File: src/rtl/char_rotator.sv
// rtl/char_rotator.sv - timed/manual 3-slot rotator for the dE1 HEX character path
module char_rotator #(
    parameter int TICK_DIV = 50000000,
    parameter int CNT_W    = 26
) (
    input  logic       CLOCK_50,
    input  logic       Resetn,
    input  logic [1:0] Ch2,
    input  logic [1:0] Ch1,
    input  logic [1:0] Ch0,
    input  logic       Run,
    input  logic       Dir,
    input  logic       StepN,
    output logic [1:0] Rot_Sel,
    output logic [1:0] Slot2,
    output logic [1:0] Slot1,
    output logic [1:0] Slot0,
    output logic       Tick
);

    localparam logic [1:0] R0 = 2'b00;
    localparam logic [1:0] R1 = 2'b01;
    localparam logic [1:0] R2 = 2'b10;

    localparam logic [CNT_W-1:0] CNT_LAST = CNT_W'(TICK_DIV - 1);

    logic             step_s1;
    logic             step_s2;
    logic             step_prev;
    logic             step_pulse;
    logic [CNT_W-1:0] cnt;
    logic             auto_adv;
    logic             adv;
    logic [1:0]       state;
    logic [1:0]       state_next;
    logic [5:0]       slots_next;

    // StepN is a raw button: two-flop synchronizer, then one pulse per falling edge
    always_ff @(posedge CLOCK_50 or negedge Resetn) begin
        if (!Resetn) begin
            step_s1   <= 1'b1;
            step_s2   <= 1'b1;
            step_prev <= 1'b1;
        end else begin
            step_s1   <= StepN;
            step_s2   <= step_s1;
            step_prev <= step_s2;
        end
    end

    assign step_pulse = step_prev & ~step_s2;
    assign auto_adv   = Run && (cnt == CNT_LAST);
    assign adv        = auto_adv | step_pulse;

    // A manual step restarts the period so the next auto advance is a full TICK_DIV away
    always_ff @(posedge CLOCK_50 or negedge Resetn) begin
        if (!Resetn) begin
            cnt <= '0;
        end else if (step_pulse) begin
            cnt <= '0;
        end else if (Run) begin
            if (cnt == CNT_LAST) begin
                cnt <= '0;
            end else begin
                cnt <= cnt + 1'b1;
            end
        end
    end

    always_comb begin
        state_next = state;
        case (state)
            R0:      if (adv) state_next = Dir ? R2 : R1;
            R1:      if (adv) state_next = Dir ? R0 : R2;
            R2:      if (adv) state_next = Dir ? R1 : R0;
            default: state_next = R0;
        endcase
    end

    always_ff @(posedge CLOCK_50 or negedge Resetn) begin
        if (!Resetn) begin
            state <= R0;
            Tick  <= 1'b0;
        end else begin
            state <= state_next;
            Tick  <= adv;
        end
    end

    assign Rot_Sel = state;

    always_comb begin
        slots_next = {Ch2, Ch1, Ch0};
        case (state)
            R1:      slots_next = {Ch1, Ch0, Ch2};
            R2:      slots_next = {Ch0, Ch2, Ch1};
            default: slots_next = {Ch2, Ch1, Ch0};
        endcase
    end

    // Slots follow the registered state, so they trail Rot_Sel by one cycle
    always_ff @(posedge CLOCK_50 or negedge Resetn) begin
        if (!Resetn) begin
            Slot2 <= 2'b00;
            Slot1 <= 2'b00;
            Slot0 <= 2'b00;
        end else begin
            Slot2 <= slots_next[5:4];
            Slot1 <= slots_next[3:2];
            Slot0 <= slots_next[1:0];
        end
    end

endmodule

File: config.mk
export PLATFORM = sky130hd
export DESIGN_NAME = char_rotator
export DESIGN_NICKNAME = d
export VERILOG_FILES = /design/src/rtl/char_rotator.sv
export SDC_FILE = /design/constraint.sdc
export NUM_CORES = 1
export LEC_CHECK = 0
export ABC_CLOCK_PERIOD_IN_PS = 2450
export CAP_MARGIN = 20
export CORE_MARGIN = 5
export CORE_UTILIZATION = 40
export CTS_BUF_LIST = sky130_fd_sc_hd__clkbuf_8
export DETAILED_ROUTE_END_ITERATION = 6
export PLACE_DENSITY = 0.68
export SYNTH_ARGS = -nofsm -noshare
export SYNTH_HDL_FRONTEND = slang
export SYNTH_SLANG_ARGS = --single-unit
File: constraint.sdc
create_clock -name CLOCK_50 -period 2.45 [get_ports CLOCK_50]
set_input_delay 0.49 -clock CLOCK_50 [delete_from_list [all_inputs] [get_ports CLOCK_50]]
set_output_delay 0.49 -clock CLOCK_50 [all_outputs]
set_load 0.03 [all_outputs]
## After elaboration in Yosys (flattened, before gate mapping)

Cells that the tools add are included.

| operators by class | value |
|---|---|
| equality and inequality tests | 6 |
| bitwise gates (word level) | 3 |
| add/sub/neg operators | 1 |
| reductions and logical operators | 4 |
| mux-type cells | 11 |

Operator list:

| cell | number |
|---|---|
| two-way mux 26 bit | 3 |
| adder 26 x 1 -> 26 bit (second input constant) | 1 |
| equality test 26 bit (second input constant) | 1 |
| one-hot mux 6 bit (2 select lines) | 1 |
| two-way mux 2 bit | 5 |
| != test 2 bit (second input constant) | 3 |
| one-hot mux 2 bit (3 select lines) | 1 |
| AND reduction 3 bit | 1 |
| equality test 2 x 1 -> 1 bit (second input constant) | 1 |
| equality test 2 bit (second input constant) | 1 |
| logical NOT 2 bit | 1 |
| nonzero test 2 bit | 1 |
| bitwise AND 1 bit | 1 |
| logical AND 1 bit | 1 |
| two-way mux 1 bit | 1 |
| NOT 1 bit | 1 |
| bitwise OR 1 bit | 1 |

| storage, ports and cells | value |
|---|---|
| register bits after elaboration | 38 |
| output and inout bits | 9 |
| word-level logic and storage cells | 34 |

## Longest topological paths before layout

| logic depth | value |
|---|---|
| depth after elaboration | 5 |
| gate-level depth with buffers | 7 |

## Worst setup path after synthesis

OpenSTA, ideal clock, no wires.

| path | value |
|---|---|
| kind | register -> register |
| from | register cnt[8] |
| to | register cnt[12] |
| arrival | 2158 ps |
| period minus slack after synthesis | 2281 ps |
| cell stages (with the launch flop) | 7 |
| path buffers | 1 |
| data required time | 2327 ps |
| library setup time | 123 ps |
| slack | 169 ps |
| cell sequence | dfrtp_1 > or4_1 > or4_4 > or3_1 > buf_6 > a21boi_1 > o221a_1 |

| on the way | value |
|---|---|
| longest elaborated chain between the ends | 4 |
| elaborated cells between the ends (all ways) | 5 |
| classes of those cells | add/sub: 1; eq/ne: 1; mux: 3 |

Ends and longest elaborated chain:

| item | line | RTL |
|---|---|---|
| start: declaration | 31 | `logic [CNT_W-1:0] cnt;` |
| start signal: assignment | 65 | `cnt <= cnt + 1'b1;` |
| adder 26 x 1 -> 26 bit / equality test 26 bit (equally long branches) | 65, 62 |  |
| two-way mux 26 bit (*) | 62 | `if (cnt == CNT_LAST) begin` |
| two-way mux 26 bit (*) | 61 | `end else if (Run) begin` |
| two-way mux 26 bit (*) | 59 | `end else if (step_pulse) begin` |

Mark *: on every way between the ends. The rest lies on a longest branch, timed or not. The select of a mux whose other input is x is not followed.
A chain may end at the register's enable or synchronous reset.

## Worst setup path in the final report

| path | value |
|---|---|
| from | register cnt[9] |
| to | register cnt[12] |

Same word-level chain as after synthesis.

==> results_dict.tcl <==
set metrics [dict create \
    dr.first_iter.drc_count 126 \
    die-width_um 82.3 \
    cts_root_buf "clkbuf_8" \
    vias 1762 \
    initial_core_util 0.410 \
    leakagePower_nw 1.03 \
    fin_crit_ns 2.28 \
    crit_arrival_ns 2.47 \
    portBuffers 19 \
    fin_setup_tns_ns 0 \
    grt_pass1_wl_mm 8.01 \
    crit_path_max_fanout 6 \
    syn-instance-count 224 \
    syn_area_um2 2090 \
    yosys.area.top_type "dfrtp_1" \
    synth_cell_type_count 45 \
    period_share 0.932 \
    grt_overflow 0 \
    worstSetupPathType "flip-flop to flip-flop" \
    fp.coreArea_um2 5110 \
    syn_nets 240 \
    gp_congestion 0.832 \
    hold_viol 0 \
    clock_latency_ns 0.30 \
    synth_top_family_by_area "simple AND/OR/NAND/NOR gates" \
    placementRows 26 \
    hp-class "input port to asynchronous set/reset pin" \
    numCtsBuffers 5 \
    pre_cts_slack_ns 0.134 \
    synthMuxAreaShare 0.0191 \
    timing.max_slew.rel_slack 0.456 \
    grt.total_usage 0.156 \
    status "completed" \
    ant_nets 0 \
    fin_nets 265 \
    worst_pin_slew_ns 0.816 \
    cts.sinks 38 \
    drt_wl_total_mm 4.53 \
    async_reset_ff_frac 1.00 \
    setup_viol 0 \
    synth_most_common_cell "dfrtp_1" \
    antenna_found_initial 0 \
    p_per_area_nw_per_um2 813 \
    yosys.area_share.simple 0.270 \
    clk_pin_slew_worst_paths_ns 0.08 \
    cts_htree_levels 2 \
    grt_pass1_vias 1709 \
    maxCapViolations 0 \
    synth_top_area_share 0.419 \
    fp.dieH_um 82.3 \
    crit_required_ns 2.64 \
    rsz0062_at_grt "false" \
    dieArea_um2 6780 \
    postCtsSetupBuffers 0 \
    cts_tree "built" \
    diodes 0 \
    io_pins 20 \
    ir_drop_mv 0.764 \
    syn_to_final_growth_pct 21.7 \
    synth_edf_count 0 \
    synthFlopType "dfrtp_1" \
    critPathCaptureType "flip-flop" \
    final_layout_size_suffix_gt1_frac 0.120 \
    firstDrtPassIters 4 \
    cts_buffer_depth 2 \
    via_per_inst 5.51 \
    skew_ns 0.00873 \
    yosys_warnings 0 \
    setup_ws_ns 0.167 \
    synthAdderAreaFrac 0.0299 \
    slew_viol_final 0 \
    drc 0 \
    wire_per_inst_um 14.2 \
    synthTopCellsByCount "dfrtp_1 (35), nor2_1 (24), a21oi_1 (19), nand2_1 (16), nand3_1 (12)" \
    synth-seq-area-share 0.456 \
    startpoint_type "flip-flop" \
    syn_avg_cell_area_um2 9.34 \
    dp_hpwl_mm 3.23 \
    synth_compound_area_frac 0.141 \
    synth.area.top_cells "dfrtp_1 (42%), a21oi_1 (4.5%), nor2_1 (4.3%)" \
    grt_max_degree 39 \
    synth-seq-cells 38 \
    fill_cells 467 \
    max_freq_ghz 0.438 \
    synth-xor-area-share 0.0461 \
]
cells by family after synthesis:
| family | count (synthesis) |
|---|---|
| simple gates | 103 |
| compound gates | 46 |
| flops | 38 |
| buf+inv | 17 |
| xor+xnor | 11 |
| fa+ha+maj | 5 |
| mux | 4 |
cells in the final DEF (no fill, tap or decap), types with 4 or more instances in the layout:
| cell type | n |
|---|---|
| clkdlybuf4s50_1 | 18 |
| or3_1 | 5 |
| nand4_1 | 11 |
| mux2i_1 | 4 |
| clkbuf_8 | 5 |
| nor3_1 | 7 |
| xnor2_1 | 6 |
| o21ai_0 | 8 |
| ha_1 | 5 |
| buf_4 | 9 |
| nand3_1 | 12 |
| inv_1 | 6 |
| dfrtp_1 | 35 |
| a22oi_1 | 6 |
| a21oi_1 | 19 |
| nor2_1 | 24 |
| xor2_1 | 5 |
| nand2_1 | 16 |
| and4_1 | 5 |
layout make-up:
class / instances / area (µm²) / share of cell area
multi-input cells: 169 / 1070 / 0.421
flip-flops and latches: 38 / 955 / 0.375
repair buffers: 29 / 273 / 0.107
well taps: 70 / 87.6 / 0.0344
clock buffers: 5 / 68.8 / 0.0270
clock inverters: 3 / 68.8 / 0.0270
inverters: 6 / 22.5 / 0.00885
report_power, final:
part | switching [W] | leakage, nW | internal (W)
Clock | 0.000233 | 0.0683 | 0.000408
Combinational | 0.000376 | 0.470 | 0.000264
Sequential | 0.0000677 | 0.494 | 0.000720
sequential cells by signal, indices dropped and copies added, names as in the netlist:
name and count:
Tick 1, step_prev 1, Rot_Sel 2, Slot0 2
step_s1 1, Slot1 2, Slot2 2, cnt 26
step_s2 1
through the flow:
stage	hold slack [ns]	cells	power (W)	utilization	area (µm²)
2_1_floorplan	0.194	224	0.00120	-	2090
3_3_place_gp	0.346	312	0.00143	0.469	2390
3_5_place_dp	0.348	312	0.00144	0.469	2390
4_1_cts	0.313	320	0.00209	0.496	2530
5_1_grt	0.358	320	0.00219	0.499	2550
6_report	0.280	320	0.00207	0.499	2550
path summary, 6_finish.rpt:
| path | start | end | slack, ns | cells after the start |
|---|---|---|---|---|
| worst max register to register | cnt[9]$_DFFE_PN0P_ | cnt[12]$_DFFE_PN0P_ | 0.17 | 5 |
| worst max-delay path | cnt[9]$_DFFE_PN0P_ | cnt[12]$_DFFE_PN0P_ | 0.17 | 5 |
| worst min register to register | step_s1$_DFF_PN1_ | step_s2$_DFF_PN1_ | 0.36 | 0 |
| min in group CLOCK_50 | step_s1$_DFF_PN1_ | step_s2$_DFF_PN1_ | 0.36 | 0 |
| max in group asynchronous | Resetn | cnt[16]$_DFFE_PN0P_ | 1.65 | 1 |
| worst min-delay path | Resetn | cnt[15]$_DFFE_PN0P_ | 0.28 | 1 |
timing repair:
action,CTS,global route
setup endpoints to repair,0,1
hold buffers,0,0
gates resized for setup,0,2
layer usage:
metal	GRT usage	vias up	routed length, µm
met5	0	-	0
met4	0.0764	0	111
met3	0.0445	12	236
met2	0.234	43	2090
met1	0.206	837	2090
li1	-	870	-
worst max-delay path, stage by stage (launching register included):
cell and delay, ns:
dfrtp_1 0.43, or4_1 0.49, or4_4 0.46, or3_4 0.44, a21boi_1 0.14, o221a_1 0.21
Power figures use the tool's default switching activity.
